### src/rtl/logic_unit_pkg.sv
// rtl/logic_unit_pkg.sv - opcode encoding shared by the logic unit pipeline
package logic_unit_pkg;

  localparam int OP_W = 3;

  typedef enum logic [OP_W-1:0] {
    OP_AND  = 3'd0,
    OP_OR   = 3'd1,
    OP_NOT  = 3'd2,
    OP_NAND = 3'd3,
    OP_NOR  = 3'd4,
    OP_XOR  = 3'd5,
    OP_XNOR = 3'd6,
    OP_BUF  = 3'd7
  } op_e;

endpackage

### src/rtl/logic_unit_core.sv
// rtl/logic_unit_core.sv - combinational bitwise operation selected by opcode
module logic_unit_core
  import logic_unit_pkg::*;
#(
  parameter int WIDTH = 8
) (
  input  logic [OP_W-1:0]  op,
  input  logic [WIDTH-1:0] a,
  input  logic [WIDTH-1:0] b,
  output logic [WIDTH-1:0] y
);

  always_comb begin
    y = '0;
    case (op_e'(op))
      OP_AND:  y = a & b;
      OP_OR:   y = a | b;
      OP_NOT:  y = ~a;
      OP_NAND: y = ~(a & b);
      OP_NOR:  y = ~(a | b);
      OP_XOR:  y = a ^ b;
      OP_XNOR: y = ~(a ^ b);
      OP_BUF:  y = a;
    endcase
  end

endmodule

### src/rtl/logic_unit_pipe.sv
// rtl/logic_unit_pipe.sv - two-stage valid/ready bitwise logic unit; LOGIC_UNIT_FLAGS_EN adds result flags
module logic_unit_pipe
  import logic_unit_pkg::*;
#(
  parameter int WIDTH = 8
) (
  input  logic             clk,
  input  logic             rst,
  input  logic             in_valid,
  output logic             in_ready,
  input  logic [OP_W-1:0]  in_op,
  input  logic [WIDTH-1:0] in_a,
  input  logic [WIDTH-1:0] in_b,
  output logic             out_valid,
  input  logic             out_ready,
  output logic [WIDTH-1:0] out_y,
  output logic [OP_W-1:0]  out_op
`ifdef LOGIC_UNIT_FLAGS_EN
  ,
  output logic             out_zero,
  output logic             out_ones,
  output logic             out_parity
`endif
);

  logic             s1_valid;
  logic [OP_W-1:0]  s1_op;
  logic [WIDTH-1:0] s1_a;
  logic [WIDTH-1:0] s1_b;
  logic             s2_valid;
  logic [WIDTH-1:0] s2_y;
  logic [OP_W-1:0]  s2_op;
  logic [WIDTH-1:0] core_y;
  logic             s1_adv;
  logic             s2_adv;

  // A stage may load whenever it is empty or its contents move on this cycle.
  assign s2_adv   = !s2_valid || out_ready;
  assign s1_adv   = !s1_valid || s2_adv;
  assign in_ready = s1_adv;

  logic_unit_core #(
    .WIDTH (WIDTH)
  ) u_core (
    .op (s1_op),
    .a  (s1_a),
    .b  (s1_b),
    .y  (core_y)
  );

  always_ff @(posedge clk) begin
    if (rst) begin
      s1_valid <= 1'b0;
      s1_op    <= '0;
      s1_a     <= '0;
      s1_b     <= '0;
      s2_valid <= 1'b0;
      s2_y     <= '0;
      s2_op    <= '0;
    end else begin
      if (s1_adv) begin
        s1_valid <= in_valid;
        if (in_valid) begin
          s1_op <= in_op;
          s1_a  <= in_a;
          s1_b  <= in_b;
        end
      end
      if (s2_adv) begin
        s2_valid <= s1_valid;
        if (s1_valid) begin
          s2_y  <= core_y;
          s2_op <= s1_op;
        end
      end
    end
  end

  assign out_valid = s2_valid;
  assign out_y     = s2_y;
  assign out_op    = s2_op;

`ifdef LOGIC_UNIT_FLAGS_EN
  logic s2_zero;
  logic s2_ones;
  logic s2_parity;

  // Flags load under the same condition as s2_y so they stay paired with it.
  always_ff @(posedge clk) begin
    if (rst) begin
      s2_zero   <= 1'b0;
      s2_ones   <= 1'b0;
      s2_parity <= 1'b0;
    end else if (s2_adv && s1_valid) begin
      s2_zero   <= (core_y == '0);
      s2_ones   <= (core_y == {WIDTH{1'b1}});
      s2_parity <= ^core_y;
    end
  end

  assign out_zero   = s2_zero;
  assign out_ones   = s2_ones;
  assign out_parity = s2_parity;
`endif

endmodule

### config.mk
export PLATFORM = sky130hd
export DESIGN_NAME = logic_unit_pipe
export DESIGN_NICKNAME = d
export VERILOG_FILES = /design/src/rtl/logic_unit_pkg.sv /design/src/rtl/logic_unit_core.sv /design/src/rtl/logic_unit_pipe.sv
export SDC_FILE = /design/constraint.sdc
export NUM_CORES = 1
export LEC_CHECK = 0
export BUFFER_PORTS_ARGS = -buffer_cell sky130_fd_sc_hd__buf_2
export CAP_MARGIN = 25
export CORE_UTILIZATION = 45
export CTS_BUF_LIST = sky130_fd_sc_hd__clkbuf_2 sky130_fd_sc_hd__clkbuf_4 sky130_fd_sc_hd__clkbuf_8
export DETAILED_ROUTE_END_ITERATION = 7
export MAX_ROUTING_LAYER = met4
export PLACE_DENSITY = 0.67
export SYNTH_ARGS = -nofsm -noshare
export SYNTH_HDL_FRONTEND = slang
export SYNTH_SLANG_ARGS = --single-unit
### constraint.sdc
create_clock -name clk -period 1.7 [get_ports clk]
set_input_delay 0.085 -clock clk [delete_from_list [all_inputs] [get_ports clk]]
set_output_delay 0.085 -clock clk [all_outputs]
set_load 0.05 [all_outputs]
==> out/results.txt, run 1 <==
Io pins: 36
CTS sink count: 32
CORE AREA: 4030 sq um
First-pass GRT wire length: 7040 um
Initial DRT Pass Iterations: 4
Share of the synthesized area in the top cell type: 33.9%
Crit end category: register
Worst Hold Path EP: s1_b[3]
Antenna viol nets, final: 0
Mapped Nets: 278
R2R Path Start: s1_a[1]
Post-Synth XOR/XNOR Area: 0%
Row Count: 23
Most common cell after layout, fill and taps aside: nand2_1
Post-layout util: 55.1%
Worst R2R End: out_y[1]
Placed Area: 2120 sq um
Crit-path slowest cell: mux4_2
CP Cell Sequence: inv_1 -> ha_1 -> mux2_4 -> mux4_2 -> o41ai_2
Setup CP Type: reg2reg
GP Congestion: 0.764
Worst Tran Pin Value: 0.725 ns
Post-synthesis sequential area ratio: 33.9%
Setup ws final: 0.0721 ns
Yosys cell types: 36
Routed WL per cell: 12.8 um
Die Wd: 66.8 um
Die height: 66.8 um
Vias in the first global route: 1,489
Die ar.: 4460 sq um
Top delay family on crit path: multiplexers
CTS tree: done
Initial antenna violation count: 0
Slew Viols, Final: 0
Most frequent cells in the layout: nand2_1, buf_2, a21oi_1
R2R Setup Slk: 0.07 ns
Largest net degree at the start of global routing: 30
CP Launch Type: register
#FFs+latches synth: 32
Number of hold buffers added after CTS: 0
Nets: 309
Htree depth: 2
Max VDD drop: 0.557 mV
Mux contribution to synthesized area: 7.94%
Pre-CTS setup slack: -0.0697 ns
Worst skew pair latency: 0.28 ns
Synthesized area: 1890 sq um
Initial Util: 46.9%
Post-Syn Instances: 239
Tcrit/Tclk final: 95.8%
Area Overhead vs Synth: 17.3%
PwrDens: 837 nW/um^2
Synth Area in Simple Gates: 19.6%
CTS Root Cell: clkbuf_8
Fin Setup TNS: 0 ns
Hold Crit Class: in2reg
Top post-synthesis cells by area: dfxtp_1, ha_1, nand2_1, a21oi_1, mux2i_1
Avg Synthesized Cell Area: 7.91 sq um
Post-route DRC: 0
Max Clock Skew: 0.00589 ns
CP max FO: 4
Status: completed
Gr ovfl total: 0
Fmax: 614 MHz
Starting DRC count in detailed routing: 72
Slew HR: 51.7%
Hold_sp: in_b[3]
Synth Area in Compound Gates: 20.5%
Detailed-route wire length: 4100 um
Max Cap Viol: 0
N_diodes: 0
Area leader, netlist: dfxtp_1
Final hold vios: 0
Worst EP arrival: 1.81 ns
Worst path bufs/invs: 1
Synth Area in Adders: 10.6%
Ys Warns: 0
Clock transition at path regs: 0.07 ns
FF-to-FF path depth: 5
DR vias: 1,689
Required @ worst endpoint: 1.88 ns
Vias per cell: 5.26
Tmin final: 1.63 ns
Leakage power: 0.949 nW
Final setup violation count: 0
Worst-case clock buffer depth: 2
Total CTS buffers: 5
Detailed placement HPWL: 2780 um
WHS Path Cells: 3
RSZ-0062 raised after global routing: false
Total global-route track usage: 21.6%
Fin area: 2220 sq um
Largest family of logic cells by synthesized area: compound AO/OA/AOI/OAI gates
PortBufs: 35
Slowest stage delay, CP: 0.48 ns
Share of cells above drive strength 1: 21.4%
-- cell type report --
type	count	area, sq um
timing repair buffer	40	225
fill	405	1810
tap	50	62.6
multi-input combinational	171	1110
inverter	20	75.1
sequential	32	648
clock buffer	8	97.6
-- where the power goes --
group	internal [mW]	total [mW]	switching (mW)
logic	0.157	0.382	0.225
clock network	0.362	0.645	0.283
registers	0.792	0.829	0.0370
total	1.31	1.86	0.545
-- registers in the layout, summed over array words and instances, names as in the netlist --
name,flops
s1_op,3
out_valid,1
s1_a,8
s1_valid,1
s1_b,8
out_y,8
out_op,3
-- cell usage after synthesis, drive strengths merged --
master / instances
o41ai: 2
o2111ai: 1
nor4bb: 3
nand2: 48
o21a: 3
inv: 19
mux2: 3
o221ai: 1
a21oi: 30
and2: 3
o21ai: 5
o22ai: 6
a211oi: 5
o211ai: 3
buf: 9
clkbuf: 7
a31oi: 2
or3: 1
mux4: 1
nor3: 4
nand3: 5
nand2b: 3
o22a: 3
mux2i: 9
or3b: 1
ha: 16
a32o: 1
dfxtp: 32
nor2: 6
nand3b: 2
clkinv: 1
nor2b: 4
-- logic make-up (layout without fill, tap and decap cells) --
logic type | after synthesis | count (layout)
AND/OR/NAND/NOR | 80 | 80
AO/OA/AOI/OAI | 62 | 62
buffers and inverters | 36 | 68
flip-flops | 32 | 32
adder cells (fa/ha/maj) | 16 | 16
multiplexers | 13 | 13
-- what timing repair did --
action / in CTS / in global routing
pin swaps: 1 / 0
gates cloned: 0 / 0
buffers inserted: 0 / 0
gates resized for setup: 1 / 2
setup endpoints to repair: 1 / 3
-- metrics by stage --
| stage | power [mW] | hold WS, ns | instances |
|---|---|---|---|
| after CTS | 1.86 | 0.0308 | 321 |
| after global routing | 1.96 | 0.0407 | 321 |
| final | 1.86 | 0.0347 | 321 |
| after global placement | 1.22 | 0.327 | 313 |
| after floorplan | 1.13 | 0.214 | 239 |
| after detailed placement | 1.23 | 0.332 | 313 |
-- worst reg2reg max path: cells and delay by family (launching register included) --
| family | cells | cell delay [ns] |
|---|---|---|
| muxes | 2 | 0.75 |
| buffers and inverters | 1 | 0.04 |
| DFF | 1 | 0.35 |
| adders and majority gates | 1 | 0.20 |
| AOI/OAI and AO/OA | 1 | 0.20 |
-- how the worst max path moves through the flow --
stage	endpoint	cells after the start	from
floorplan	s1_a[2]	6	out_valid
global placement	out_y[1]	5	s1_a[1]
detailed placement	out_y[1]	5	s1_a[1]
CTS	out_y[1]	5	s1_a[1]
global route	out_y[1]	5	s1_a[1]
finish	out_y[1]	5	s1_a[1]
-- metal layers --
layer  GRT usage (%)  up-vias  wire length (um)
met1            30.3      751              2080
met5               -        -                 0
li1                -      894                 -
met4            6.38        0                59
met3            5.48        6               184
met2            30.3       38              1780
(Power assumes the default switching activity.)
==> run 2, diff against run 1 <==
Settings changed: SETUP_SLACK_MARGIN set to 0.15.
==> run 2 against run 1 <==
  * Die area unchanged
  * Sequential power down 0.5%
  * Clock skew down 0.0020 ns
  * Highest routed layer unchanged
  * Fmax up 3.3%
  * First-iteration DRC count down 15%
  * Power up 0.20%
  * Sequential cell count unchanged
  * Critical path type unchanged
  * Worst setup slack better by 0.053 ns
  * Non-clock buffer count up 3
  * Via count up 2.0%
  * Routed wire length up 3.8%
==> out/results.txt, run 2 (synthesized netlist as in run 1, its figures left out) <==
Gr ovfl total: 0 (unchanged)
Tmin final: 1.58 ns (-0.0526 ns)
Antenna viol nets, final: 0 (unchanged)
Most Crowded Layer GR: met2
Final std cells w/o fill: 324 (+0.93%)
Fin Setup TNS: 0 ns (unchanged)
Required @ worst endpoint: 1.89 ns (about the same)
RSZ-0062 raised after global routing: true
Slew HR: 64.7% (+13 points)
Die Wd: 66.8 um (unchanged)
Hold_sp: in_a[1]
CP max FO: 4 (unchanged)
Hold Crit Class: in2reg
Max VDD drop: 0.609 mV (+9.4%)
Worst Hold Path EP: s1_a[1]
M2 GR Usage: 36.1% (+5.8 points)
Routed WL per cell: 13.1 um (+2.8%)
Fin area: 2250 sq um (+1.2%)
Area Overhead vs Synth: 18.8%
Worst Tran Pin Value: 0.528 ns (-0.197 ns)
Worst R2R End: out_y[1]
Grt met1 use: 26.8% (-3.5 points)
Placed Area: 2130 sq um (+0.53%)
Crit end category: register
Nets: 312 (+0.97%)
Hold WS: 0.0291 ns (-0.00558 ns)
CTS tree: done
Total global-route track usage: 21.9% (+0.25 points)
Io pins: 36 (unchanged)
Initial Util: 46.9% (unchanged)
Starting DRC count in detailed routing: 61 (-15%)
Worst-case clock buffer depth: 2 (unchanged)
FF-to-FF path depth: 5 (unchanged)
Slew Viols, Final: 0 (unchanged)
Detailed placement HPWL: 2910 um (+4.7%)
Status: completed
Htree depth: 2 (unchanged)
Post-route DRC: 0 (unchanged)
Clock transition at path regs: 0.07 ns (about the same)
CTS Root Cell: clkbuf_8
Leakage power: 0.964 nW (+1.6%)
WHS Path Cells: 3 (unchanged)
Largest net degree at the start of global routing: 20 (-33%)
Die height: 66.8 um (unchanged)
CORE AREA: 4030 sq um (unchanged)
Share of cells above drive strength 1: 23.0% (+1.6 points)
Total CTS buffers: 5 (unchanged)
First-pass GRT wire length: 7070 um (+0.38%)
Fill cell count: 416 (+2.7%)
Initial antenna violation count: 0 (unchanged)
R2R Path Start: s1_a[1]
DR vias: 1,723 (+2.0%)
Worst skew pair latency: 0.28 ns (about the same)
CTS sink count: 32 (unchanged)
Placed cell count: 316 (+0.96%)
Worst EP arrival: 1.76 ns (-0.05 ns)
Tcrit/Tclk final: 92.7% (-3.1 points)
Final hold vios: 0 (unchanged)
R2R Setup Slk: 0.12 ns (+0.05 ns)
Vias per cell: 5.32 (+1.1%)
Max Cap Viol: 0 (unchanged)
CP Launch Type: register
Most common cell after layout, fill and taps aside: nand2_1
Detailed-route wire length: 4250 um (+3.8%)
Die ar.: 4460 sq um (unchanged)
N_diodes: 0 (unchanged)
PortBufs: 35 (unchanged)
Met3 Usage GRT: 4.11% (-1.4 points)
Fmax: 635 MHz (+3.3%)
Row Count: 23 (unchanged)
Setup CP Type: reg2reg
Most frequent cells in the layout: nand2_1, buf_2, a21oi_1
GP Congestion: 0.809 (+5.9%)
Vias in the first global route: 1,550 (+4.1%)
Max Clock Skew: 0.00385 ns (-0.00205 ns)
Final setup violation count: 0 (unchanged)
PwrDens: 828 nW/um^2 (-1.0%)
Initial DRT Pass Iterations: 4 (unchanged)
[run 2: changes by cell type in the layout (fill, tap and decap cells not counted), sizes merged]
cell,before,now
buf,40,43
[run 2: critical path, cell delays in order (launching register included)]
cell	delay (ns)
dfxtp_2	0.35
inv_1	0.07
ha_4	0.16
mux2_4	0.26
mux4_2	0.46
o41ai_2	0.19
[run 2: cell type report]
class / count / area [sq um] / share of cell area (%)
multi-input combinational: 171 / 1120 / 50.0
sequential: 32 / 648 / 28.9
timing repair buffer: 43 / 239 / 10.6
clock buffer: 8 / 97.6 / 4.35
inverter: 20 / 75.1 / 3.34
tap: 50 / 62.6 / 2.79
[run 2: stage by stage]
step | total power, mW | utilization [%] | worst slack, ns
finish | 1.86 | 55.7 | 0.125
global route | 1.96 | 55.7 | 0.0712
CTS | 1.87 | 55.3 | 0.0841
detailed placement | 1.23 | 52.8 | 0.108
global placement | 1.22 | 52.8 | 0.145
floorplan | 1.13 | - | -0.0209
[run 2: report_power, final]
group	internal [mW]	leakage, nW	switching (mW)
clock	0.362	0.0523	0.277
combinational	0.163	0.647	0.232
sequential	0.792	0.264	0.0334
[run 2: worst max path at each step]
stage / cells past startpoint / from / slack, ns / to
final: 5 / s1_a[1] / 0.12 / out_y[1]
after global routing: 6 / s1_a[1] / 0.07 / out_y[1]
after CTS: 5 / s1_a[1] / 0.08 / out_y[1]
after detailed placement: 5 / s1_b[1] / 0.11 / out_y[1]
after global placement: 5 / s1_a[1] / 0.15 / out_y[1]
after floorplan: 6 / out_valid / -0.02 / s1_a[2]
[run 2: per-layer routing]
metal | share of wire (%) | up-vias | wire length [um]
li1 | - | 886 | -
met1 | 47 | 790 | 2000
met2 | 47 | 39 | 2020
met3 | 4.2 | 8 | 180
met4 | 1.4 | 0 | 58
met5 | 0 | - | 0
[run 2: timing repair]
item	CTS	global route
resized for setup	1	4
endpoints found under the setup margin	1	22
cloned	0	0
pin swaps	0	0
buffers inserted	0	0
hold buffers	0	0
